### config.mk
export PLATFORM = sky130hd
export DESIGN_NAME = line_clear_engine_flat
export DESIGN_NICKNAME = d
export VERILOG_FILES = /design/src/rtl/line_clear_engine_if.sv /design/src/rtl/line_clear_engine.sv /design/src/flat_wrapper.sv
export SDC_FILE = /design/constraint.sdc
export NUM_CORES = 1
export LEC_CHECK = 0
export CORE_ASPECT_RATIO = 1.2
export CORE_UTILIZATION = 48
export CTS_BUF_LIST = sky130_fd_sc_hd__clkbuf_8
export CTS_CLUSTER_SIZE = 25
export DETAILED_ROUTE_END_ITERATION = 6
export PLACE_DENSITY = 0.85
export SLEW_MARGIN = 40
export SYNTH_ARGS = -nofsm -noshare
export SYNTH_HDL_FRONTEND = slang
export SYNTH_SLANG_ARGS = --single-unit
export TNS_END_PERCENT = 5
### constraint.sdc
create_clock -name clk -period 7 [get_ports clk]
set_input_delay 1.05 -clock clk [delete_from_list [all_inputs] [get_ports clk]]
set_output_delay 1.05 -clock clk [all_outputs]
set_load 0.005 [all_outputs]
### src/rtl/line_clear_engine_if.sv
// Board handshake between the game FSM (master) and the line-clear engine (slave).
// LINE_CLEAR_SCORE_EN adds the score and total_lines result fields.
interface line_clear_engine_if #(
  parameter int BOARD_W = 10,
  parameter int BOARD_H = 20
);
  logic                            start;
  logic [BOARD_W-1:0][BOARD_H-1:0] in_state;
  logic                            busy;
  logic                            done;
  logic [BOARD_W-1:0][BOARD_H-1:0] out_state;
  logic [4:0]                      lines_cleared;
`ifdef LINE_CLEAR_SCORE_EN
  logic [23:0]                     score;
  logic [15:0]                     total_lines;

  modport master (
    output start, in_state,
    input  busy, done, out_state, lines_cleared, score, total_lines
  );
  modport slave (
    input  start, in_state,
    output busy, done, out_state, lines_cleared, score, total_lines
  );
`else
  modport master (
    output start, in_state,
    input  busy, done, out_state, lines_cleared
  );
  modport slave (
    input  start, in_state,
    output busy, done, out_state, lines_cleared
  );
`endif
endinterface

### src/rtl/line_clear_engine.sv
// Finds full rows in a locked board and collapses them one per cycle toward the bottom row.
// Optional scoring (score / total_lines) is enabled by defining LINE_CLEAR_SCORE_EN.
module line_clear_engine #(
  parameter int BOARD_W = 10,
  parameter int BOARD_H = 20
) (
  input logic               clk,
  input logic               reset,
  line_clear_engine_if.slave bus
);

  localparam int ROW_W = $clog2(BOARD_H);

  typedef logic [BOARD_W-1:0][BOARD_H-1:0] board_t;
  typedef enum logic [1:0] {IDLE, SCAN, DONE} state_t;

  state_t           state;
  board_t           work_p0;
  logic [ROW_W-1:0] row_p0;
  logic [4:0]       cnt_p0;
  logic             row_full;
  board_t           shifted;

`ifdef LINE_CLEAR_SCORE_EN
  function automatic logic [23:0] score_inc(input logic [4:0] lines);
    case (lines)
      5'd0:    score_inc = 24'd0;
      5'd1:    score_inc = 24'd40;
      5'd2:    score_inc = 24'd100;
      5'd3:    score_inc = 24'd300;
      default: score_inc = 24'd1200;
    endcase
  endfunction

  function automatic logic [23:0] sat_add24(input logic [23:0] a, input logic [23:0] b);
    logic [24:0] sum;
    sum = {1'b0, a} + {1'b0, b};
    sat_add24 = sum[24] ? 24'hFF_FFFF : sum[23:0];
  endfunction

  function automatic logic [15:0] sat_add16(input logic [15:0] a, input logic [4:0] b);
    logic [16:0] sum;
    sum = {1'b0, a} + {12'd0, b};
    sat_add16 = sum[16] ? 16'hFFFF : sum[15:0];
  endfunction
`endif

  // Row evaluation: fullness of row r and the board with row r removed
  always_comb begin
    row_full = 1'b1;
    for (int x = 0; x < BOARD_W; x++) begin
      row_full = row_full & work_p0[x][row_p0];
    end
  end

  always_comb begin
    shifted = work_p0;
    for (int x = 0; x < BOARD_W; x++) begin
      shifted[x][0] = 1'b0;
      for (int y = 1; y < BOARD_H; y++) begin
        if (ROW_W'(y) <= row_p0) begin
          shifted[x][y] = work_p0[x][y-1];
        end
      end
    end
  end

  // Working board is pure data: loaded on accept, rewritten on each clear
  always_ff @(posedge clk) begin
    if (state == IDLE && bus.start) begin
      work_p0 <= bus.in_state;
    end else if (state == SCAN && row_full) begin
      work_p0 <= shifted;
    end
  end

  // Control FSM with registered outputs
  always_ff @(posedge clk or posedge reset) begin
    if (reset) begin
      state             <= IDLE;
      row_p0            <= ROW_W'(BOARD_H - 1);
      cnt_p0            <= 5'd0;
      bus.busy          <= 1'b0;
      bus.done          <= 1'b0;
      bus.out_state     <= '0;
      bus.lines_cleared <= 5'd0;
`ifdef LINE_CLEAR_SCORE_EN
      bus.score         <= 24'd0;
      bus.total_lines   <= 16'd0;
`endif
    end else begin
      case (state)
        IDLE: begin
          bus.done <= 1'b0;
          if (bus.start) begin
            state    <= SCAN;
            bus.busy <= 1'b1;
            row_p0   <= ROW_W'(BOARD_H - 1);
            cnt_p0   <= 5'd0;
          end
        end
        SCAN: begin
          if (row_full) begin
            cnt_p0 <= cnt_p0 + 5'd1;
          end else if (row_p0 != '0) begin
            row_p0 <= row_p0 - ROW_W'(1);
          end else begin
            state             <= DONE;
            bus.busy          <= 1'b0;
            bus.done          <= 1'b1;
            bus.out_state     <= work_p0;
            bus.lines_cleared <= cnt_p0;
`ifdef LINE_CLEAR_SCORE_EN
            bus.score         <= sat_add24(bus.score, score_inc(cnt_p0));
            bus.total_lines   <= sat_add16(bus.total_lines, cnt_p0);
`endif
          end
        end
        DONE: begin
          bus.done <= 1'b0;
          state    <= IDLE;
        end
        default: begin
          state    <= IDLE;
          bus.busy <= 1'b0;
          bus.done <= 1'b0;
        end
      endcase
    end
  end

endmodule

### src/flat_wrapper.sv
// flat-port wrapper written by rule: the top's interface ports become plain ports
module line_clear_engine_flat 
#(
  parameter int BOARD_W = 10,
  parameter int BOARD_H = 20
)
  (clk, reset, bus_start, bus_in_state, bus_busy, bus_done, bus_out_state, bus_lines_cleared);
  line_clear_engine_if #(.BOARD_W(BOARD_W), .BOARD_H(BOARD_H)) bus_i ();
  input logic clk;
  input logic reset;
  input wire logic [$bits(bus_i.start)-1:0] bus_start;
  input wire logic [$bits(bus_i.in_state)-1:0] bus_in_state;
  output wire logic [$bits(bus_i.busy)-1:0] bus_busy;
  output wire logic [$bits(bus_i.done)-1:0] bus_done;
  output wire logic [$bits(bus_i.out_state)-1:0] bus_out_state;
  output wire logic [$bits(bus_i.lines_cleared)-1:0] bus_lines_cleared;
  assign bus_i.start = bus_start;
  assign bus_i.in_state = bus_in_state;
  assign bus_busy = bus_i.busy;
  assign bus_done = bus_i.done;
  assign bus_out_state = bus_i.out_state;
  assign bus_lines_cleared = bus_i.lines_cleared;
  line_clear_engine #(.BOARD_W(BOARD_W), .BOARD_H(BOARD_H)) u_core (.clk(clk), .reset(reset), .bus(bus_i));
endmodule
==> summary.md, run 1 <==
| Metric | Value |
|---|---|
| Die width | `roughly 180 µm` |
| Initial DRC count | `between 1000 and 1500` |
| Register area | `~11000 µm²` |
| Final wirelength | `around 57000 µm` |
| Worst hold path type | `flip-flop to flip-flop` |
| Max Cap Viol | `0` |
| Htree depth | `3` |
| Global-route wire length before repair | `86100 µm` |
| Ys async rst share | `52.3%` |
| Clock Skew | `about 0.032 ns` |
| Post-synth EDFFs | `200` |
| Worst-margin pin slew | `just under 0.9 ns` |
| Final setup TNS | `0 ns` |
| Period utilization | `74.0%` |
| Final setup fails | `0` |
| Clock buffer depth | `3` |
| Hold WS | `0.490 ns` |
| R2R depth | `10` |
| Clock Latency Late Sink | `about 0.60 ns` |
| Complex-gate fraction of the synthesized area | `between 3 and 4%` |
| Yosys top cell area share | `between 30 and 40%` |
| Yosys cell types | `58` |
| Multiplexer share of the synthesized area | `~16%` |
| Crit Path Max Fanout | `33` |
| Post-Syn Instances | `roughly 1600` |
| Avg WL per Cell | `approximately 23 µm` |
| Most common flop cell mapped by yosys | `dfrtp_1` |
| P_int | `3.83 mW` |
| Post-DRT Antenna Nets | `0` |
| I/O Buffers | `slightly above 400` |
| YS warnings | `0` |
| Leading cell type by number of instances after synthesis | `nand2_1` |
| Largest net degree at the start of global routing | `about 140` |
| Leakage | `11.0 nW` |
| Area delta synth->final | `31.7%` |
| GRT overflow | `0` |
| Post-synthesis simple-gate area fraction | `16.1%` |
| Post-synthesis average cell area | `approximately 12 µm²` |
| Placer Congestion | `0.873` |
| Startpoint types | `flip-flop` |
| Initial antenna violation count | `7` |
| CP endpoint kind | `flip-flop` |
| Post-Synth XOR/XNOR Area | `0%` |
| Pins over their slew limit | `0` |
| Sw frac | `a little over a fifth` |
| Nets@finish | `between 2000 and 2500` |
| DRT Pass-1 Iters | `7` |
| Net Count, Synth | `~1800` |
| Initial Utilization | `roughly half` |
| DRC viols | `0` |
| Vias/cell | `around 5.6` |
| Total track usage | `~29%` |
| Critical path class | `flip-flop to flip-flop` |
| # hold bufs at CTS | `0` |
| CTS Root Cell | `clkbuf_8` |
| Fill count | `approximately 2800` |
| CTS buffer count | `67` |
| Critical path arrival | `between 5 and 6 ns` |
| Postcts setup bufs | `0` |
| Register area share after synthesis | `61.8%` |
| Sequential share of power | `around 53%` |
| Area of the multi-input gates | `between 6000 and 7000 µm²` |
| Via count | `14100` |
| Register bit total from synthesis | `419` |
| Min Tclk post-route | `5.18 ns` |
| Combinational share of power | `under 10%` |
| Hold path cells | `1` |
| Post-CTS resize count | `0` |
| Core Region | `38000 µm²` |
| Switching power | `1.04 mW` |
| Top Ports | `410` |
| Mapped Area | `approximately 19000 µm²` |
| CTS Sinks | `between 400 and 500` |
| Post-Synth Adder-Cell Area | `less than 1%` |
| Clock power share | `44.1%` |
| Slew HR | `41.1%` |
| Pwr/cell area | `199 nW/µm²` |
| CTS clk-pin slew, worst paths | `roughly 0.070 ns` |
| Required @ worst endpoint | `around 7.3 ns` |
| Synth area leaders | `edfxtp_1 (32%), dfrtp_1 (29%), nand2_1 (12%)` |
| Hpwl dp | `around 40000 µm` |
| Largest family of logic cells by synthesized area | `simple AND/OR/NAND/NOR gates` |
| Vias in the first global route | `~15000` |
| Die area | `just under 40000 µm²` |
| Outcome | `finished, final reports clean` |
| Synth top cells by count | `nand2_1 (603), dfrtp_1 (216), edfxtp_1 (200), mux2_4 (100), mux2_2 (67)` |
| VDD IR-drop max | `between 0.1 and 0.15 mV` |
| Fin. Hold Viols | `0` |
| Max Fclk | `between 150 and 200 MHz` |
| # rows | `78` |
| Synth area leader | `edfxtp_1` |
| RSZ-0062 raised after global routing | `false` |
| Layout cells sized above 1 | `between 10% and 20%` |
| Pwr Total | `4.86 mW` |
| CTS tree | `built` |
| Die height | `approximately 220 µm` |
## state kept, by name, indices dropped and copies added (netlist names)
signal / cells
u_core.bus.done: 1
u_core.bus.out_state: 200
u_core.cnt_p0: 5
u_core.row_p0: 5
u_core.work_p0: 200
u_core.bus.lines_cleared: 5
u_core.bus.busy: 1
u_core.state: 2
## cell type report
class                   instances  area share (%)
clock inverters                34           0.684
clock buffers                  88            4.94
repair buffers                432            17.8
well taps                     480            2.45
multi-input cells            1042            27.0
inverters                       6           0.107
flip-flops and latches        419            46.9
diodes                          8          0.0817
## worst paths after layout
kind                                           start                         to  slack [ns]
max                                 u_core.row_p0[0]        u_core.work_p0[150]        1.82
min                        u_core.bus.out_state[183]  u_core.bus.out_state[183]        0.49
max reg2reg                         u_core.row_p0[0]        u_core.work_p0[150]        1.82
min reg2reg                u_core.bus.out_state[183]  u_core.bus.out_state[183]        0.49
max in group asynchronous                      reset  u_core.bus.out_state[188]        5.12
min in group asynchronous                      reset   u_core.bus.out_state[70]        0.75
## metrics by stage
| step | instance area [µm²] | std cells | utilization, % | setup slack [ns] |
|---|---|---|---|---|
| detailed placement | 23100 | 2378 | 60.7 | 1.83 |
| global route | 24500 | 2508 | 64.5 | 1.49 |
| floorplan | 18600 | 1558 | - | 3.10 |
| CTS | 24400 | 2500 | 64.4 | 1.77 |
| global placement | 23000 | 2375 | 60.5 | 1.77 |
| finish | 24500 | 2509 | 64.5 | 1.82 |
## placed cells by master, fill, tap and decap left out, types with 7 or more instances in the layout
cell type and instances:
a21oi_1 22, a31oi_1 10, and3_1 21, buf_4 12, clkbuf_8 88, clkdlybuf4s50_1 409
clkinv_1 7, dfrtp_1 215, diode_2 8, edfxtp_1 200, inv_1 24, mux2_1 39
mux2_2 67, mux2_4 100, mux4_2 7, nand2_1 602, nand2b_1 10, nand3_1 28
nand4_1 16, nor2_1 11, o21ai_0 14
## critical path, cell delays in order, from the launching register on
cell	delay, ns
dfstp_2	1.03
buf_4	0.51
and4_1	0.35
a211oi_1	0.10
a22oi_1	0.24
o311ai_1	0.16
a2111oi_2	0.42
nand3b_1	0.56
nand2b_1	0.47
o21ai_1	0.69
buf_4	0.31
## kinds of logic after synthesis
logic type               Yosys count
buffers and inverters             97
flip-flops                       419
multiplexers                     217
AND/OR/NAND/NOR                  729
adder cells (fa/ha/maj)            6
AO/OA/AOI/OAI                     90
## metal layers
layer | track usage, % | vias up | routed length [µm]
li1 | - | 6192 | -
met1 | 34.0 | 6891 | 20800
met2 | 48.7 | 800 | 28600
met3 | 6.36 | 180 | 4640
met4 | 17.7 | 0 | 3300
met5 | 0 | - | 0
## power by group through the flow
stage | logic [mW] | clock network (mW) | registers, mW
final | 0.156 | 2.14 | 2.56
after detailed placement | 0.154 | 0 | 2.61
after floorplan | 0.0202 | 0 | 2.61
after CTS | 0.156 | 2.17 | 2.56
after global placement | 0.154 | 0 | 2.61
after global routing | 0.166 | 2.29 | 2.56
Power figures use the tool's default switching activity.
==> inputs of run 2 (changes only) <==
Clock period 7 ns to 4.4 ns, I/O delays scaled along.
==> summary.md, run 2 (synthesis results as in run 1) <==
| Metric | Value |
|---|---|
| Placed cell count | `2405` |
| Clock buffer depth | `3` |
| Final wirelength | `roughly 57000 µm` |
| Reg-to-reg startpoint | `u_core.row_p0[0]` |
| Worst hold path type | `flip-flop to flip-flop` |
| Required @ worst endpoint | `slightly below 5 ns` |
| CTS Root Cell | `clkbuf_8` |
| Die area | `39500 µm²` |
| Total track usage | `between 20% and 30%` |
| # rows | `78` |
| Hold path cells | `1` |
| Final setup fails | `0` |
| P_int | `6.03 mW` |
| Most frequent cells in the layout | `nand2_1 (602), clkdlybuf4s50_1 (409), dfrtp_1 (215)` |
| Global-route wire length before repair | `approximately 86000 µm` |
| CTS tree | `built` |
| Hold Crit Endpoint | `u_core.bus.out_state[196]` |
| Final cell count without fillers | `~2500` |
| Top Ports | `410` |
| Register area | `11500 µm²` |
| I/O Buffers | `approximately 400` |
| Reg-to-Reg End | `u_core.bus.out_state[181]` |
| Outcome | `finished, final reports clean` |
| Initial Utilization | `roughly half` |
| Htree depth | `3` |
| Period utilization | `between 80% and 90%` |
| Sw frac | `between 20 and 25%` |
| DRC viols | `0` |
| Largest net degree at the start of global routing | `between 100 and 150` |
| Flop2flop setup slack | `0.53 ns` |
| Via count | `14100` |
| Fin. Hold Viols | `0` |
| # hold bufs at CTS | `0` |
| Clock power share | `~44%` |
| Final core occ | `between 60% and 70%` |
| Clock Skew | `0.0252 ns` |
| Fill count | `2691` |
| Core Region | `38000 µm²` |
| Postcts setup bufs | `0` |
| CP endpoint kind | `flip-flop` |
| GRT overflow | `0` |
| Sequential share of power | `around 53%` |
| Worst-margin pin slew | `between 0.7 and 0.8 ns` |
| Hold WS | `0.483 ns` |
| Post-CTS resize count | `0` |
| Die height | `~220 µm` |
| Final setup TNS | `0 ns` |
| Hpwl dp | `41000 µm` |
| Combinational share of power | `around 3.1%` |
| CTS clk-pin slew, worst paths | `roughly 0.060 ns` |
| DRT Pass-1 Iters | `5` |
| Nets@finish | `around 2200` |
| Clock Latency Late Sink | `a little over 0.6 ns` |
| Critical path class | `flip-flop to flip-flop` |
| Leakage | `around 11 nW` |
| Critical path arrival | `4.35 ns` |
| CTS Sinks | `~420` |
| Crit Path Max Fanout | `22` |
| Die width | `around 180 µm` |
| Max Fclk | `259 MHz` |
| Switching power | `1.65 mW` |
| Vias/cell | `between 5 and 6` |
| Layout cells sized above 1 | `~16%` |
| VDD IR-drop max | `about 0.18 mV` |
| Hold Path Origin | `u_core.bus.out_state[196]` |
| Max Cap Viol | `0` |
| CTS buffer count | `67` |
| Initial antenna violation count | `4` |
| Startpoint types | `flip-flop` |
| Post-DRT Antenna Nets | `0` |
| Pins over their slew limit | `0` |
| Avg WL per Cell | `about 23 µm` |
| RSZ-0062 raised after global routing | `false` |
| Vias in the first global route | `around 15000` |
| Placer Congestion | `0.890` |
| Pwr/cell area | `approximately 310 nW/µm²` |
| Area delta synth->final | `32.4%` |
| Most common cell after layout, fill and taps aside | `nand2_1` |
| Largest regs | `u_core.bus.out_state x200, u_core.work_p0 x200` |
| Initial DRC count | `between 1000 and 1500` |
| Min Tclk post-route | `a little under 4 ns` |
| Slew HR | `between 50 and 60%` |
| R2R depth | `9` |
| Area of the multi-input gates | `between 6000 and 7000 µm²` |
run 2: cell count changes in the layout (fill, tap and decap cells not counted), sizes merged:
| cell | delta |
|---|---|
| buf | +26 |
| diode | -4 |
| bufinv | +2 |
| clkbuf | -10 |
| clkinvlp | -1 |
| clkinv | +3 |
| inv | +6 |
run 2: worst max-delay path by stage:
stage                     startpoint                         to  slack [ns]  depth (start not counted)
floorplan                      reset            u_core.bus.busy        0.89                          1
global placement    u_core.row_p0[0]  u_core.bus.out_state[184]        0.65                          9
detailed placement  u_core.row_p0[0]  u_core.bus.out_state[181]        0.58                          9
CTS                 u_core.row_p0[0]  u_core.bus.out_state[181]        0.54                          9
global route        u_core.row_p0[0]  u_core.bus.out_state[184]        0.41                          9
finish              u_core.row_p0[0]  u_core.bus.out_state[181]        0.53                          9
run 2: power groups by stage:
stage	combinational (mW)	sequential (mW)	clock, mW
2_1_floorplan	0.0322	4.16	0
3_3_place_gp	0.241	4.15	0
3_5_place_dp	0.242	4.15	0
4_1_cts	0.244	4.08	3.40
5_1_grt	0.257	4.07	3.58
6_report	0.241	4.08	3.36
run 2: worst max-delay path, cell delays in order, from the launching register on:
cell	delay [ns]
dfstp_2	0.77
buf_12	0.22
o22ai_1	0.14
mux4_2	0.54
o2111a_1	0.18
a311oi_1	0.32
nand3b_1	0.20
and3_4	0.58
buf_4	0.39
mux2_1	0.37
run 2: layout make-up:
cell class | instances | area share [%]
Multi-Input combinational cell | 1042 | 26.7
Inverter | 6 | 0.107
Clock inverter | 44 | 1.05
Clock buffer | 78 | 4.36
Tap cell | 480 | 2.44
Timing Repair Buffer | 458 | 18.7
Sequential cell | 419 | 46.7
Antenna cell | 4 | 0.0406
run 2: per-layer routing:
| layer | share of wire [%] | wire length (µm) | up-vias | GRT usage, % |
|---|---|---|---|---|
| met5 | 0 | 0 | - | 0 |
| met4 | 5.0 | 2890 | 0 | 15.8 |
| met3 | 7.2 | 4130 | 169 | 5.54 |
| met2 | 50 | 28700 | 793 | 48.8 |
| met1 | 38 | 21600 | 6895 | 35.0 |
| li1 | - | - | 6240 | - |
run 2: per-stage QoR:
stage	instance area (µm²)	power [mW]	setup slack, ns
floorplan	18600	4.19	0.888
global placement	23300	4.40	0.647
detailed placement	23300	4.40	0.578
CTS	24600	7.72	0.538
global route	24600	7.91	0.406
finish	24600	7.68	0.532
==> inputs of run 3 (changes only) <==
Settings changed: PLACE_DENSITY 0.85 to 0.84.
==> summary.md, run 3 (synthesis results as in run 1) <==
| Metric | Value |
|---|---|
| Die area | `between 30000 and 40000 µm²` |
| Layout cells sized above 1 | `between 10% and 20%` |
| Hold WS | `approximately 0.41 ns` |
| CTS tree | `built` |
| DRC viols | `0` |
| Die width | `182 µm` |
| Htree depth | `3` |
| Register area | `roughly 11000 µm²` |
| Vias/cell | `5.64` |
| Avg WL per Cell | `22.4 µm` |
| Final wirelength | `about 57000 µm` |
| Pwr Total | `~7.7 mW` |
| Total track usage | `around 29%` |
| Clock power share | `approximately 44%` |
| Max Cap Viol | `0` |
| Final setup fails | `0` |
| Required @ worst endpoint | `~4.6 ns` |
| Placer Congestion | `between 0.8 and 0.9` |
| Fin. Hold Viols | `0` |
| Area of the multi-input gates | `around 6600 µm²` |
| Period utilization | `between 80% and 90%` |
| Postcts setup bufs | `0` |
| Switching power | `around 1.6 mW` |
| CP endpoint kind | `flip-flop` |
| DRT Pass-1 Iters | `6` |
| Die height | `between 200 and 250 µm` |
| Pwr/cell area | `313 nW/µm²` |
| Via count | `around 14000` |
| Fill count | `between 2000 and 3000` |
| # rows | `roughly 80` |
| # hold bufs at CTS | `0` |
| Crit Path Max Fanout | `32` |
| GRT overflow | `0` |
| Final core occ | `about 65%` |
| Initial DRC count | `roughly 1200` |
| Final setup TNS | `0 ns` |
| P_int | `around 6.1 mW` |
| Min Tclk post-route | `a little under 4 ns` |
| RSZ-0062 raised after global routing | `false` |
| Critical path class | `flip-flop to flip-flop` |
| Clock Latency Late Sink | `just under 0.6 ns` |
| Startpoint types | `flip-flop` |
| Max Fclk | `roughly 260 MHz` |
| Worst hold path type | `primary input to asynchronous set/reset pin` |
| Top Ports | `around 400` |
| I/O Buffers | `just over 400` |
| Post-CTS resize count | `0` |
| Largest regs | `u_core.bus.out_state x200, u_core.work_p0 x200` |
| Leakage | `between 10 and 15 nW` |
| Worst-margin pin slew | `a little under 0.8 ns` |
| Sequential share of power | `between 50 and 60%` |
| VDD IR-drop max | `around 0.17 mV` |
| Sw frac | `a little over a fifth` |
| Hpwl dp | `roughly 40000 µm` |
| Core Region | `~38000 µm²` |
| Combinational share of power | `roughly 3.2%` |
| CTS Sinks | `around 420` |
| Most frequent cells in the layout | `nand2_1 (602), clkdlybuf4s50_1 (409), dfrtp_1 (215)` |
| Post-DRT Antenna Nets | `0` |
| CTS Root Cell | `clkbuf_8` |
| Global-route wire length before repair | `roughly 85000 µm` |
| Clock Skew | `0.0305 ns` |
| CTS buffer count | `67` |
| Outcome | `finished, final reports clean` |
| Clock buffer depth | `3` |
| Critical path arrival | `around 4.1 ns` |
| CTS clk-pin slew, worst paths | `~0.06 ns` |
| Initial Utilization | `approximately 49%` |
| Initial antenna violation count | `6` |
| Most common cell after layout, fill and taps aside | `nand2_1` |
| Slew HR | `between 40% and 50%` |
| Pins over their slew limit | `0` |
| Area delta synth->final | `32.2%` |
| Vias in the first global route | `14800` |
| Nets@finish | `~2200` |
| Largest net degree at the start of global routing | `between 150 and 200` |
## run 3: worst max-delay path: stages, from the launching register on
cell and delay [ns]:
dfstp_2 0.54, buf_4 0.38, nor3b_1 0.37, and3_1 0.22, a311oi_1 0.05, nor4_1 0.42
a311oi_1 0.17, nand4b_1 0.23, a21o_1 0.41, a21oi_2 0.68
## run 3: stage by stage
stage	cells	worst slack (ns)	area [µm²]
6_report	2523	0.537	24600
2_1_floorplan	1558	0.888	18600
5_1_grt	2521	0.338	24600
3_3_place_gp	2393	0.686	23200
4_1_cts	2514	0.590	24500
3_5_place_dp	2393	0.632	23200
## run 3: path summary, 6_finish.rpt
kind                                           start                        end  slack [ns]  cells after the start
setup / recovery                    u_core.row_p0[0]         u_core.work_p0[15]        0.54                      9
hold / removal                                 reset   u_core.bus.out_state[70]        0.41                      2
setup reg to reg                    u_core.row_p0[0]         u_core.work_p0[15]        0.54                      9
hold reg to reg            u_core.bus.out_state[187]  u_core.bus.out_state[187]        0.49                      1
max in group asynchronous                      reset  u_core.bus.out_state[145]        2.94                      4
min in group clk           u_core.bus.out_state[187]  u_core.bus.out_state[187]        0.49                      1
## run 3: cell type report
cell class              count  area share, %
repair buffers            448           18.4
well taps                 480           2.44
diodes                      7         0.0712
clock buffers              83           4.65
inverters                   6          0.107
flip-flops and latches    419           46.7
multi-input cells        1042           26.7
clock inverters            38          0.875
## run 3: power groups by stage
stage	Clock [mW]	Combinational, mW	Sequential [mW]
6_report	3.37	0.245	4.08
5_1_grt	3.61	0.260	4.07
4_1_cts	3.42	0.245	4.08
3_5_place_dp	0	0.243	4.15
3_3_place_gp	0	0.241	4.15
2_1_floorplan	0	0.0322	4.16
## run 3: per-layer routing
metal	track usage [%]	vias to the layer above	wire, µm
met2	48.2	778	28400
met1	34.2	7066	20900
met5	0	-	0
li1	-	6220	-
met4	16.6	0	2850
met3	5.53	165	4390
